<file path="config.mk">
export PLATFORM = sky130hd
export DESIGN_NAME = pipeline_stage_reg
export DESIGN_NICKNAME = d
export VERILOG_FILES = /design/src/rtl/pipeline_stage_reg.sv
export SDC_FILE = /design/constraint.sdc
export NUM_CORES = 1
export LEC_CHECK = 0
export ABC_CLOCK_PERIOD_IN_PS = 6250
export CAP_MARGIN = 20
export CORE_MARGIN = 4
export CORE_UTILIZATION = 35
export DETAILED_ROUTE_END_ITERATION = 6
export PLACE_DENSITY = 0.74
export SLEW_MARGIN = 20
export SYNTH_ARGS = -nofsm -noshare
export SYNTH_HDL_FRONTEND = slang
export SYNTH_SLANG_ARGS = --single-unit
</file>
<file path="constraint.sdc">
create_clock -name clk -period 6.25 [get_ports clk]
set_input_delay 1.5625 -clock clk [delete_from_list [all_inputs] [get_ports clk]]
set_output_delay 1.5625 -clock clk [all_outputs]
set_load 0.03 [all_outputs]
</file>
<file path="src/rtl/pipeline_stage_reg.sv">
// pipeline_stage_reg: valid/ready pipeline register with flush, bubble-zeroed control and stall counter.
// Defining PIPE_STAGE_SKID_EN adds a skid entry and a registered in_ready.
module pipeline_stage_reg #(
  parameter int DATA_WIDTH  = 96,
  parameter int CTRL_WIDTH  = 16,
  parameter int STALL_CNT_W = 16
) (
  input  logic                   clk,
  input  logic                   reset,
  input  logic                   flush,
  input  logic                   in_valid,
  output logic                   in_ready,
  input  logic [DATA_WIDTH-1:0]  in_data,
  input  logic [CTRL_WIDTH-1:0]  in_ctrl,
  output logic                   out_valid,
  input  logic                   out_ready,
  output logic [DATA_WIDTH-1:0]  out_data,
  output logic [CTRL_WIDTH-1:0]  out_ctrl,
  output logic [STALL_CNT_W-1:0] stall_cnt
);
  logic                   valid_q, valid_d;
  logic [DATA_WIDTH-1:0]  data_q, data_d;
  logic [CTRL_WIDTH-1:0]  ctrl_q, ctrl_d;
  logic [STALL_CNT_W-1:0] cnt_q, cnt_d;
  logic                   acc, take;
  assign take      = valid_q && out_ready;
  assign acc       = in_valid && in_ready && !flush;
  assign out_valid = valid_q;
  assign out_data  = data_q;
  assign out_ctrl  = ctrl_q;
  assign stall_cnt = cnt_q;
  assign cnt_d     = (valid_q && !out_ready && !flush && !(&cnt_q)) ? cnt_q + STALL_CNT_W'(1) : cnt_q;
`ifdef PIPE_STAGE_SKID_EN
  logic                  skid_valid_q, skid_valid_d;
  logic [DATA_WIDTH-1:0] skid_data_q, skid_data_d;
  logic [CTRL_WIDTH-1:0] skid_ctrl_q, skid_ctrl_d;
  logic                  rdy_q;
  assign in_ready = rdy_q;
  always_comb begin
    valid_d      = valid_q;
    data_d       = data_q;
    ctrl_d       = ctrl_q;
    skid_valid_d = skid_valid_q;
    skid_data_d  = skid_data_q;
    skid_ctrl_d  = skid_ctrl_q;
    if (flush) begin
      valid_d      = 1'b0;
      ctrl_d       = '0;
      skid_valid_d = 1'b0;
      skid_ctrl_d  = '0;
    end else if (skid_valid_q) begin
      if (take) begin
        data_d       = skid_data_q;
        ctrl_d       = skid_ctrl_q;
        skid_valid_d = 1'b0;
        skid_ctrl_d  = '0;
      end
    end else if (acc && valid_q && !out_ready) begin
      skid_valid_d = 1'b1;
      skid_data_d  = in_data;
      skid_ctrl_d  = in_ctrl;
    end else if (acc) begin
      valid_d = 1'b1;
      data_d  = in_data;
      ctrl_d  = in_ctrl;
    end else if (take) begin
      valid_d = 1'b0;
      ctrl_d  = '0;
    end
  end
  always_ff @(posedge clk or posedge reset) begin
    if (reset) begin
      skid_valid_q <= 1'b0;
      skid_data_q  <= '0;
      skid_ctrl_q  <= '0;
      rdy_q        <= 1'b1;
    end else begin
      skid_valid_q <= skid_valid_d;
      skid_data_q  <= skid_data_d;
      skid_ctrl_q  <= skid_ctrl_d;
      rdy_q        <= !skid_valid_d;
    end
  end
`else
  assign in_ready = !valid_q || out_ready;
  always_comb begin
    valid_d = valid_q;
    data_d  = data_q;
    ctrl_d  = ctrl_q;
    if (flush) begin
      valid_d = 1'b0;
      ctrl_d  = '0;
    end else if (acc) begin
      valid_d = 1'b1;
      data_d  = in_data;
      ctrl_d  = in_ctrl;
    end else if (take) begin
      valid_d = 1'b0;
      ctrl_d  = '0;
    end
  end
`endif
  always_ff @(posedge clk or posedge reset) begin
    if (reset) begin
      valid_q <= 1'b0;
      data_q  <= '0;
      ctrl_q  <= '0;
      cnt_q   <= '0;
    end else begin
      valid_q <= valid_d;
      data_q  <= data_d;
      ctrl_q  <= ctrl_d;
      cnt_q   <= cnt_d;
    end
  end
endmodule

</file>
Word level (Yosys, flattened, before mapping):

Cells that the tools add are included.

* $mul: 0
* equality and inequality tests: 0
* bitwise operators: 1
* reduce and logical (&&, ||, !) cells: 14
* divide/modulo/power cells: 0
* shift operators: 0
* mux-type cells: 6
* $lt $le $gt $ge: 0
* add/sub/neg operators: 1

Operator list (count)
* 16-bit two-way mux: 3
* 16-bit by 1-bit adder with 16-bit output (second input constant): 1
* 16-bit AND reduction: 1
* 1-bit logical AND: 6
* 1-bit logical NOT: 4
* 1-bit two-way mux: 3
* 3-bit nonzero test: 1
* 2-bit AND reduction: 1
* 1-bit logical OR: 1
* 1-bit inverter: 1

* output and inout bits: 130
* memory bits (writable): 0
* latch bits: 0
* input bits: 117
* ROM bits: 0
* memories: 0
* bits in registers: 129
* word-level logic and storage cells: 26

Longest topological paths before layout:

Gate-level depths: netlist of run 1.

* word-level depth: 6
* gate-level depth with buffers: 6
* depth with buffers taken out: 5

Least setup slack after synthesis of run 1:

No wires, ideal clock.

* kind: input to output
* start point: input out_ready
* end point: output in_ready
* arrival: 1855 ps
* path buffers: 0
* cell stages on the path: 1
* required time: 4688 ps
* slack: 2832 ps
* cells stage by stage: nand2b_1

* word-level cells in the longest chain between the ends: 1

RTL lines
* start, declared: RTL line 16 `input logic out_ready,`
* 1-bit logical OR: RTL line 85 `assign in_ready = !valid_q || out_ready;`
* end, declared: RTL line 12 `output logic in_ready,`

No other way between the ends.

Worst setup path in the final report of run 1:

Same ends and word-level chain as after synthesis.

==> results.md, run 1 <==
- Share of power burned in registers: 0.352
- Status: finished clean
- Dpl hpwl: 9.659 mm
- Most frequent CP cell: clkdlybuf4s50_1
- DP Cell Count: 734
- Initial cell density of the core: 0.3599
- Setup bufs post-CTS: 0
- Clock Path Buffers: 2
- Slack of the critical path: 1.736 ns
- CTS hold repair buffers: 0
- Register bit total from synthesis: 129
- Worst Path Required: 4.69 ns
- Vias in the first global route: 3,986
- Hold Path Stages: 1
- Clk_skew: 0.004662 ns
- Number of synthesized flops with an enable pin: 0
- Top cells by area, synth: dfrtp_1 (64%), mux2_2 (20%), a22o_1 (2.8%), xor2_1 (1.9%), mux2_1 (1.3%)
- CP arrival: 2.95 ns
- Core area: 13,930 um2
- Internal: 2.125 mW
- Clock latency on the worst-skew pair: 0.40 ns
- GRT Util Overall: 0.1618
- Area delta synth->final: 66.27%
- Clock power frac: 0.380
- Top FF cell, synth: dfrtp_1
- Clk sink count: 129
- Hold Startpoint: out_data[32]$_DFFE_PP0P_
- Critical path peak fanout: 3
- Synth top area share: 0.6437
- Die area: 16,310 um2
- Final std cells w/o fill: 766
- CTS tree: built
- Worst VDD drop: 0.2091 mV
- DP Worst Slack: 1.767 ns
- Synth Instances: 320
- IO Count: 247
- Overflow left after global routing: 0
- Sw power: 823.0 uW
- RSZ-0062 raised after global routing: false
- CP max stage cell: clkdlybuf4s50_1
- Syn Area/Cell: 15.67 um2
- Slowest stage delay, CP: 0.70 ns
- P per Cell Area: 353.6 nW/um2
- ANT cells: 0
- CP Capture Type: output pin
- Buffers & Inverters on Critical Path: 2
- Fmax: 0.2215 GHz
- Syn. warnings: 0
- Clock slew at reported path FFs: 0.06 ns
- Net count after synthesis: 438
- WHS: 0.4869 ns
- Hold path endpoint: out_data[32]$_DFFE_PP0P_
- Routed WL: 13.12 mm
- CP Launch Type: input port
- Die X: 127.7 um
- Net Sw Frac: 0.2792
- Final Max Slew Viols: 0
- FF-to-FF Start: out_valid$_DFFE_PP0P_
- Root Driver: clkbuf_16
- Min-delay worst type: reg2reg
- R2R setup slack: 3.82 ns
- Port-buffer cells: 246
- R2R cell count: 4
- Most common cell after layout, fill and taps aside: clkdlybuf4s50_1
- Routability cong.: 0.7928
- Synth Cell Area: 5015 um2
- Cell variety after synth: 34
- Antenna viol nets, final: 0
- Layout cells sized above 1: 0.2304
- Tmin final: 4.514 ns
- Vias: 3,615
- DR WL/cell: 17.13 um
- Period utilization: 0.7223
- Sequential element share of the synthesized area: 0.6437
- Die Ht: 127.7 um
- Post-layout net count: 691
- Asr flop ratio synth: 1.000
- DRC Markers: 0
- Worst slew pin tran: 0.9963 ns
- CTS resizes: 0
- Pre-antenna DRT Iters: 4
- Total CTS buffers: 17
- Critical path class: in2out
- Crit-path leading delay family: buffers and inverters
- Critical-path cell list: clkdlybuf4s50_1 -> nand2b_1 -> clkdlybuf4s50_1
- H-Tree Level Count: 4
- Largest net degree at the start of global routing: 75
- Final Hold Fails: 0
- Setup TNS: 0 ns
- Commonest non-fill, non-tap cells in the layout: clkdlybuf4s50_1 (246), dfrtp_1 (129), mux2_2 (90)
- Top cell type by total area after synthesis: dfrtp_1
- Reg-to-reg endpoint: out_data[31]$_DFFE_PP0P_
- Setup violators final: 0
- Drt initial violations: 132
- Max Cap Viol: 0
- Row count: 43
- Gate power share: 0.268
- Initial antenna violation count: 0
- First-pass GRT wire length: 20.63 mm
- Slew headroom: 0.3358
- Leak: 3.509 nW
- Power Total: 2.948 mW
- Via density: 4.719
-- worst max-delay path by stage --
| stage | end | from | slack (ns) | cells after the start |
|---|---|---|---|---|
| floorplan | out_ctrl[0]$_DFFE_PP0P_ | reset | 1.25 | 1 |
| global placement | in_ready | out_ready | 1.80 | 3 |
| detailed placement | in_ready | out_ready | 1.77 | 3 |
| CTS | in_ready | out_ready | 1.76 | 3 |
| global route | in_ready | out_ready | 1.70 | 3 |
| finish | in_ready | out_ready | 1.74 | 3 |
-- stage by stage --
stage,instance area (um2),util
after floorplan,5015,-
after global placement,7655,0.5493
after detailed placement,7655,0.5493
after CTS,8334,0.5981
after global routing,8338,0.5984
final,8338,0.5984
-- final cells by class --
type / instances / area, um2
clock buffers: 23 / 478.0
clock inverters: 9 / 201.4
fillers: 1060 / 5597
inverters: 2 / 10.01
multi-input cells: 174 / 1698
flip-flops and latches: 129 / 3228
well taps: 180 / 225.2
repair buffers: 249 / 2497
-- registers in the layout, indices dropped and copies added (netlist names) --
signal	count
stall_cnt	16
out_data	96
out_valid	1
out_ctrl	16
-- cells in the mapped netlist (2+ instances only) --
| library cell | instances |
|---|---|
| a2111oi_2 | 2 |
| a21oi_1 | 2 |
| a22o_1 | 16 |
| buf_2 | 8 |
| buf_4 | 6 |
| dfrtp_1 | 129 |
| inv_1 | 2 |
| mux2_1 | 6 |
| mux2_2 | 90 |
| nand2_1 | 3 |
| nand2b_1 | 3 |
| nand3_1 | 3 |
| nand4_1 | 4 |
| nand4_2 | 2 |
| nor2_1 | 6 |
| nor3_1 | 6 |
| nor3b_1 | 2 |
| nor4_1 | 3 |
| xnor2_1 | 2 |
| xor2_1 | 11 |
-- power groups by stage --
stage	Sequential (mW)	Combinational (mW)	Clock, mW
after floorplan	1.30	0.158	0
after global placement	1.05	0.787	0
after detailed placement	1.05	0.797	0
after CTS	1.04	0.800	1.15
after global routing	1.05	0.828	1.18
final	1.04	0.790	1.12
-- cells by family after synthesis --
kind of cell,synth area share
DFF,0.6437
AOI/OAI and AO/OA,0.03867
and+or+nand+nor,0.05464
muxes,0.2186
xor gates and xnor gates,0.02270
adders and majority gates,0.002495
buffers and inverters,0.01921
-- routing by layer --
layer	wire length [um]	GRT usage	vias up	part of all wire
met5	0	0	-	0
li1	-	-	1657	-
met3	1143	0.06083	22	0.087
met1	5055	0.1847	1774	0.39
met4	304	0.06679	0	0.023
met2	6615	0.2741	162	0.50
Power figures use the tool's default switching activity.
==> inputs of run 2 (changes only) <==
ABC_CLOCK_PERIOD_IN_PS = 4400   (was 6250)
clock period = 4.4 ns   (was 6.25 ns; I/O delays follow)
==> run 2 against run 1 <==
- total power increased by 33%
- non-clock buffer count fell by 1
- count of clock-buffer cells in the layout is 1 lower
- global-route usage down 0.33 points
- clock skew grew 0.0023 ns
- sequential power rose by 41%
- via count down 0.47%
- core utilization down 0.70 points
- critical path type unchanged
- critical endpoint unchanged
==> results.md, run 2 (same netlist as run 1, synthesis figures left out) <==
- Internal: 2.755 mW (+30%)
- Min-delay worst type: reg2reg
- Period utilization: 0.8098
- Layout cells sized above 1: 0.2329 (+0.002501)
- RSZ-0062 raised after global routing: false
- Gate power share: 0.286 (+0.018)
- CTS resizes: 0 (unchanged)
- Routed WL: 12.90 mm (-1.6%)
- Status: finished clean
- Largest net degree at the start of global routing: 130 (+73%)
- Vias in the first global route: 3,979 (-0.18%)
- Setup violators final: 0 (unchanged)
- Critical path peak fanout: 3 (unchanged)
- CP arrival: 2.46 ns (-0.49 ns)
- Max FFs per register: 96 (unchanged)
- Clock power frac: 0.339 (-0.041)
- Antenna viol nets, final: 0 (unchanged)
- Clk sink count: 129 (unchanged)
- Dpl hpwl: 9.397 mm (-2.7%)
- Hold Path Stages: 1 (unchanged)
- Max Cap Viol: 0 (unchanged)
- Worst slew pin tran: 0.7157 ns (-0.2805 ns)
- Tmin final: 3.563 ns
- Drt initial violations: 119 (-9.8%)
- R2R cell count: 4 (unchanged)
- Vias: 3,598 (-0.47%)
- Worst VDD drop: 0.2224 mV (+6.4%)
- Clock slew at reported path FFs: 0.05 ns (about the same)
- ANT cells: 0 (unchanged)
- IO Count: 247 (unchanged)
- Core area: 13,930 um2 (unchanged)
- Fmax: 0.2806 GHz
- Worst Path Required: 3.30 ns (-1.39 ns)
- CP Capture Type: output pin
- Row count: 43 (unchanged)
- Critical path class: in2out
- DRC Markers: 0 (unchanged)
- Setup bufs post-CTS: 0 (unchanged)
- DP Cell Count: 733 (-0.14%)
- Final std cells w/o fill: 764 (-0.26%)
- Die area: 16,310 um2 (unchanged)
- Clock Path Buffers: 2 (unchanged)
- Clock latency on the worst-skew pair: 0.40 ns (about the same)
- Via density: 4.709 (-0.21%)
- Slew headroom: 0.5228 (+0.1870)
- Pre-antenna DRT Iters: 4 (unchanged)
- Root Driver: clkbuf_16
- Final Max Slew Viols: 0 (unchanged)
- Setup TNS: 0 ns (unchanged)
- Routability cong.: 0.7470 (-5.8%)
- Initial cell density of the core: 0.3599 (unchanged)
- GRT Util Overall: 0.1585 (-0.003329)
- Leak: 3.455 nW (-1.5%)
- Overflow left after global routing: 0 (unchanged)
- Commonest non-fill, non-tap cells in the layout: clkdlybuf4s50_1 (246), dfrtp_1 (129), mux2_2 (90)
- H-Tree Level Count: 4 (unchanged)
- Post-layout net count: 690 (-0.14%)
- Clk_skew: 0.006979 ns (+0.002318 ns)
- First-pass GRT wire length: 20.40 mm (-1.1%)
- Most common cell after layout, fill and taps aside: clkdlybuf4s50_1
- CTS tree: built
- Share of power burned in registers: 0.375 (+0.023)
- Sw power: 1.173 mW (+43%)
- Initial antenna violation count: 0 (unchanged)
- CP Launch Type: input port
- Die Ht: 127.7 um (unchanged)
- Filler instances: 1,114 (+5.1%)
- Final Hold Fails: 0 (unchanged)
- Die X: 127.7 um (unchanged)
- Area delta synth->final: 64.32%
- P per Cell Area: 476.7 nW/um2 (+35%)
- Total CTS buffers: 17 (unchanged)
- CTS hold repair buffers: 0 (unchanged)
- Net Sw Frac: 0.2986 (+0.01945)
- DR WL/cell: 16.89 um (-1.4%)
- Port-buffer cells: 246 (unchanged)
run 2: changes by cell type in the layout (fill, tap and decap cells not counted), sizes merged:
cell / delta
bufinv: -5
clkinv: +3
clkinvlp: +3
buf: -1
clkbuf: -1
inv: -1
run 2: path summary, 6_finish.rpt:
kind | slack (ns) | to | from
hold / removal | 0.48 | out_data[32]$_DFFE_PP0P_ | out_data[32]$_DFFE_PP0P_
hold reg to reg | 0.48 | out_data[32]$_DFFE_PP0P_ | out_data[32]$_DFFE_PP0P_
max in group asynchronous | 2.61 | stall_cnt[7]$_DFFE_PP0P_ | reset
setup reg to reg | 2.55 | out_data[78]$_DFFE_PP0P_ | out_valid$_DFFE_PP0P_
min in group asynchronous | 1.22 | out_data[34]$_DFFE_PP0P_ | reset
setup / recovery | 0.84 | in_ready | out_ready
run 2: critical path, stage by stage:
cell and delay [ns]:
clkdlybuf4s50_1 0.50, nand2b_1 0.18, clkdlybuf4s50_1 0.69
run 2: layout make-up:
class                      count  area (um2)  share of cell area
sequential                   129        3228              0.3917
timing repair buffer         248        2502              0.3037
multi-input combinational    174        1698              0.2060
clock buffer                  22       494.2             0.05998
tap                          180       225.2             0.02733
clock inverter                 9       81.33            0.009869
inverter                       2       11.26            0.001367
run 2: per-layer routing:
layer	share of wire	GRT usage	routed length (um)	up-vias
li1	-	-	-	1665
met1	0.37	0.1751	4812	1776
met2	0.52	0.2744	6679	139
met3	0.089	0.06417	1152	18
met4	0.020	0.05993	260	0
met5	0	0	0	-
run 2: stage by stage:
step                setup WS, ns  area, um2    util  hold WS, ns  power (mW)
floorplan                  1.705       5019       -       0.6779       2.074
global placement          0.8753       7661  0.5498       0.4660       2.602
detailed placement        0.8685       7661  0.5498       0.4760       2.628
CTS                       0.8571       8237  0.5911       0.4882       3.983
global route              0.7792       8240  0.5914       0.5064       4.094
finish                    0.8368       8240  0.5914       0.4842       3.928
run 2: power by group through the flow:
stage	logic, mW	registers, mW	clock network [mW]
3_5_place_dp	1.13	1.50	0
6_report	1.12	1.47	1.33
5_1_grt	1.17	1.50	1.42
3_3_place_gp	1.12	1.48	0
4_1_cts	1.14	1.48	1.37
2_1_floorplan	0.224	1.85	0
==> inputs of run 3 (changes only) <==
ABC_CLOCK_PERIOD_IN_PS = 3310   (was 4400)
clock period = 3.31 ns   (was 4.4 ns; I/O delays follow)
==> run 3 against run 2 <==
- total power is 41% higher
- clock power up 57%
- sequential cell count is the same
- count of clock-buffer cells in the layout rose by 2
- final area grew 1.5%
- critical path type unchanged
- non-clock buffer count increased by 2
- final cell count grew 0.39%
- routed wire length rose by 1.8%
- critical path depth is the same
- sequential share of layout area decreased by 0.57 points
- die area is the same
- register-to-register slack worse by 1.1 ns
==> results.md, run 3 (same netlist as run 1, synthesis figures left out) <==
- GRT Util Overall: 0.1629 (+0.004399)
- Core Util, Final: 0.6002 (+0.008800)
- Layout cells sized above 1: 0.2317 (-0.001190)
- Power Total: 5.544 mW (+41%)
- Crit-path leading delay family: buffers and inverters
- Vias: 3,600 (+0.056%)
- Post-layout net count: 692 (+0.29%)
- Final Hold Fails: 0 (unchanged)
- Min-delay worst type: reg2reg
- Clk_skew: 0.005745 ns (-0.001234 ns)
- H-Tree Level Count: 4 (unchanged)
- Final Max Slew Viols: 0 (unchanged)
- RSZ-0062 raised after global routing: false
- DR WL/cell: 17.13 um (+1.4%)
- Clk sink count: 129 (unchanged)
- DP Cell Count: 735 (+0.27%)
- P per Cell Area: 662.9 nW/um2 (+39%)
- Overflow left after global routing: 0 (unchanged)
- Clock latency on the worst-skew pair: 0.40 ns (about the same)
- Vias in the first global route: 4,083 (+2.6%)
- First-pass GRT wire length: 20.99 mm (+2.9%)
- Initial antenna violation count: 0 (unchanged)
- Via density: 4.694 (-0.34%)
- CP Launch Type: input port
- Commonest non-fill, non-tap cells in the layout: clkdlybuf4s50_1 (246), dfrtp_1 (129), mux2_2 (90)
- Clock Path Buffers: 2 (unchanged)
- Max Cap Viol: 0 (unchanged)
- Most common cell after layout, fill and taps aside: clkdlybuf4s50_1
- Critical path peak fanout: 3 (unchanged)
- IO Count: 247 (unchanged)
- Largest net degree at the start of global routing: 130 (unchanged)
- Pre-antenna DRT Iters: 4 (unchanged)
- Period utilization: 0.9111
- CTS tree: built
- Setup bufs post-CTS: 0 (unchanged)
- Setup violators final: 0 (unchanged)
- Final std cells w/o fill: 767 (+0.39%)
- Leak: 3.520 nW (+1.9%)
- Total CTS buffers: 17 (unchanged)
- Drt initial violations: 134 (+13%)
- Design area: 8363 um2 (+1.5%)
- Clock slew at reported path FFs: 0.05 ns (about the same)
- Antenna viol nets, final: 0 (unchanged)
- Slowest stage delay, CP: 0.70 ns (about the same)
- Most frequent CP cell: clkdlybuf4s50_1
- Max FFs per register: 96 (unchanged)
- Routability cong.: 0.7590 (+1.6%)
- Dpl hpwl: 9.636 mm (+2.5%)
- DRC Markers: 0 (unchanged)
- Critical path class: in2out
- Initial cell density of the core: 0.3599 (unchanged)
- Worst Path Required: 2.48 ns (-0.82 ns)
- CP max stage cell: clkdlybuf4s50_1
- Die area: 16,310 um2 (unchanged)
- Row count: 43 (unchanged)
- Core area: 13,930 um2 (unchanged)
- Port-buffer cells: 246 (unchanged)
- CP Capture Type: output pin
- Buffers & Inverters on Critical Path: 2 (unchanged)
- Fmax: 0.3316 GHz
- Slack of the critical path: 0.2941 ns (-0.5427 ns)
- Worst slew pin tran: 0.6714 ns (-0.04429 ns)
- Slew headroom: 0.5524 (+0.02952)
- Crit. Startpoint: out_ready
- CTS resizes: 0 (unchanged)
- Placed cell area: 7689 um2 (+0.36%)
- ANT cells: 0 (unchanged)
- CTS hold repair buffers: 0 (unchanged)
- DP Worst Slack: 0.2996 ns (-0.5690 ns)
- FF-to-FF Start: stall_cnt[7]$_DFFE_PP0P_
- Die Ht: 127.7 um (unchanged)
- Worst VDD drop: 0.3538 mV (+59%)
- Critical-path cell list: clkdlybuf4s50_1 -> nand2b_1 -> clkdlybuf4s50_1
- Setup TNS: 0 ns (unchanged)
- WHS: 0.4807 ns (-0.003466 ns)
- Die X: 127.7 um (unchanged)
- Area delta synth->final: 66.77%
- Routed WL: 13.14 mm (+1.8%)
- Tmin final: 3.016 ns
- CP arrival: 2.19 ns (-0.27 ns)
- Root Driver: clkbuf_16
- Status: finished clean
- Hold Startpoint: out_data[16]$_DFFE_PP0P_
-- run 3: changes by cell type in the layout (fill, tap and decap cells not counted) --
cell,previous run,this run
buf_12,2,3
buf_4,0,1
a21oi_2,1,0
clkinvlp_4,4,1
clkbuf_1,0,2
bufinv_16,1,5
clkinv_2,4,1
a21oi_1,1,2
clkinv_4,1,2
-- run 3: worst paths after layout --
path / to / slack [ns] / cells after the start
worst max register to register: stall_cnt[1]$_DFFE_PP0P_ / 1.44 / 4
worst min register to register: out_data[16]$_DFFE_PP0P_ / 0.48 / 1
min in group asynchronous: out_data[59]$_DFFE_PP0P_ / 0.99 / 3
worst max-delay path: in_ready / 0.29 / 3
max in group asynchronous: out_valid$_DFFE_PP0P_ / 1.83 / 3
worst min-delay path: out_data[16]$_DFFE_PP0P_ / 0.48 / 1
-- run 3: layout make-up --
cell class,instances,area (um2)
Clock buffer,24,501.7
Fill cell,1083,5572
Timing Repair Buffer,250,2530
Multi-Input combinational cell,174,1694
Inverter,2,11.26
Sequential cell,129,3228
Tap cell,180,225.2
Clock inverter,8,172.7
-- run 3: power by group --
part	switching, mW	internal (mW)
clock network	0.653	1.44
registers	0.139	1.82
logic	0.769	0.724
-- run 3: per-layer routing --
layer | track usage | share of wire | routed length, um | up-vias
met5 | 0 | 0 | 0 | -
met4 | 0.06429 | 0.021 | 275 | 0
met3 | 0.06500 | 0.088 | 1156 | 21
met2 | 0.2787 | 0.51 | 6742 | 157
met1 | 0.1822 | 0.38 | 4962 | 1757
li1 | - | - | - | 1665
-- run 3: worst register-to-register path, cell delays in order (launching register included) --
cell and delay [ns]:
dfrtp_1 0.55, nand4_2 0.23, nor4_4 0.55, nor2_2 0.12, mux2_4 0.32
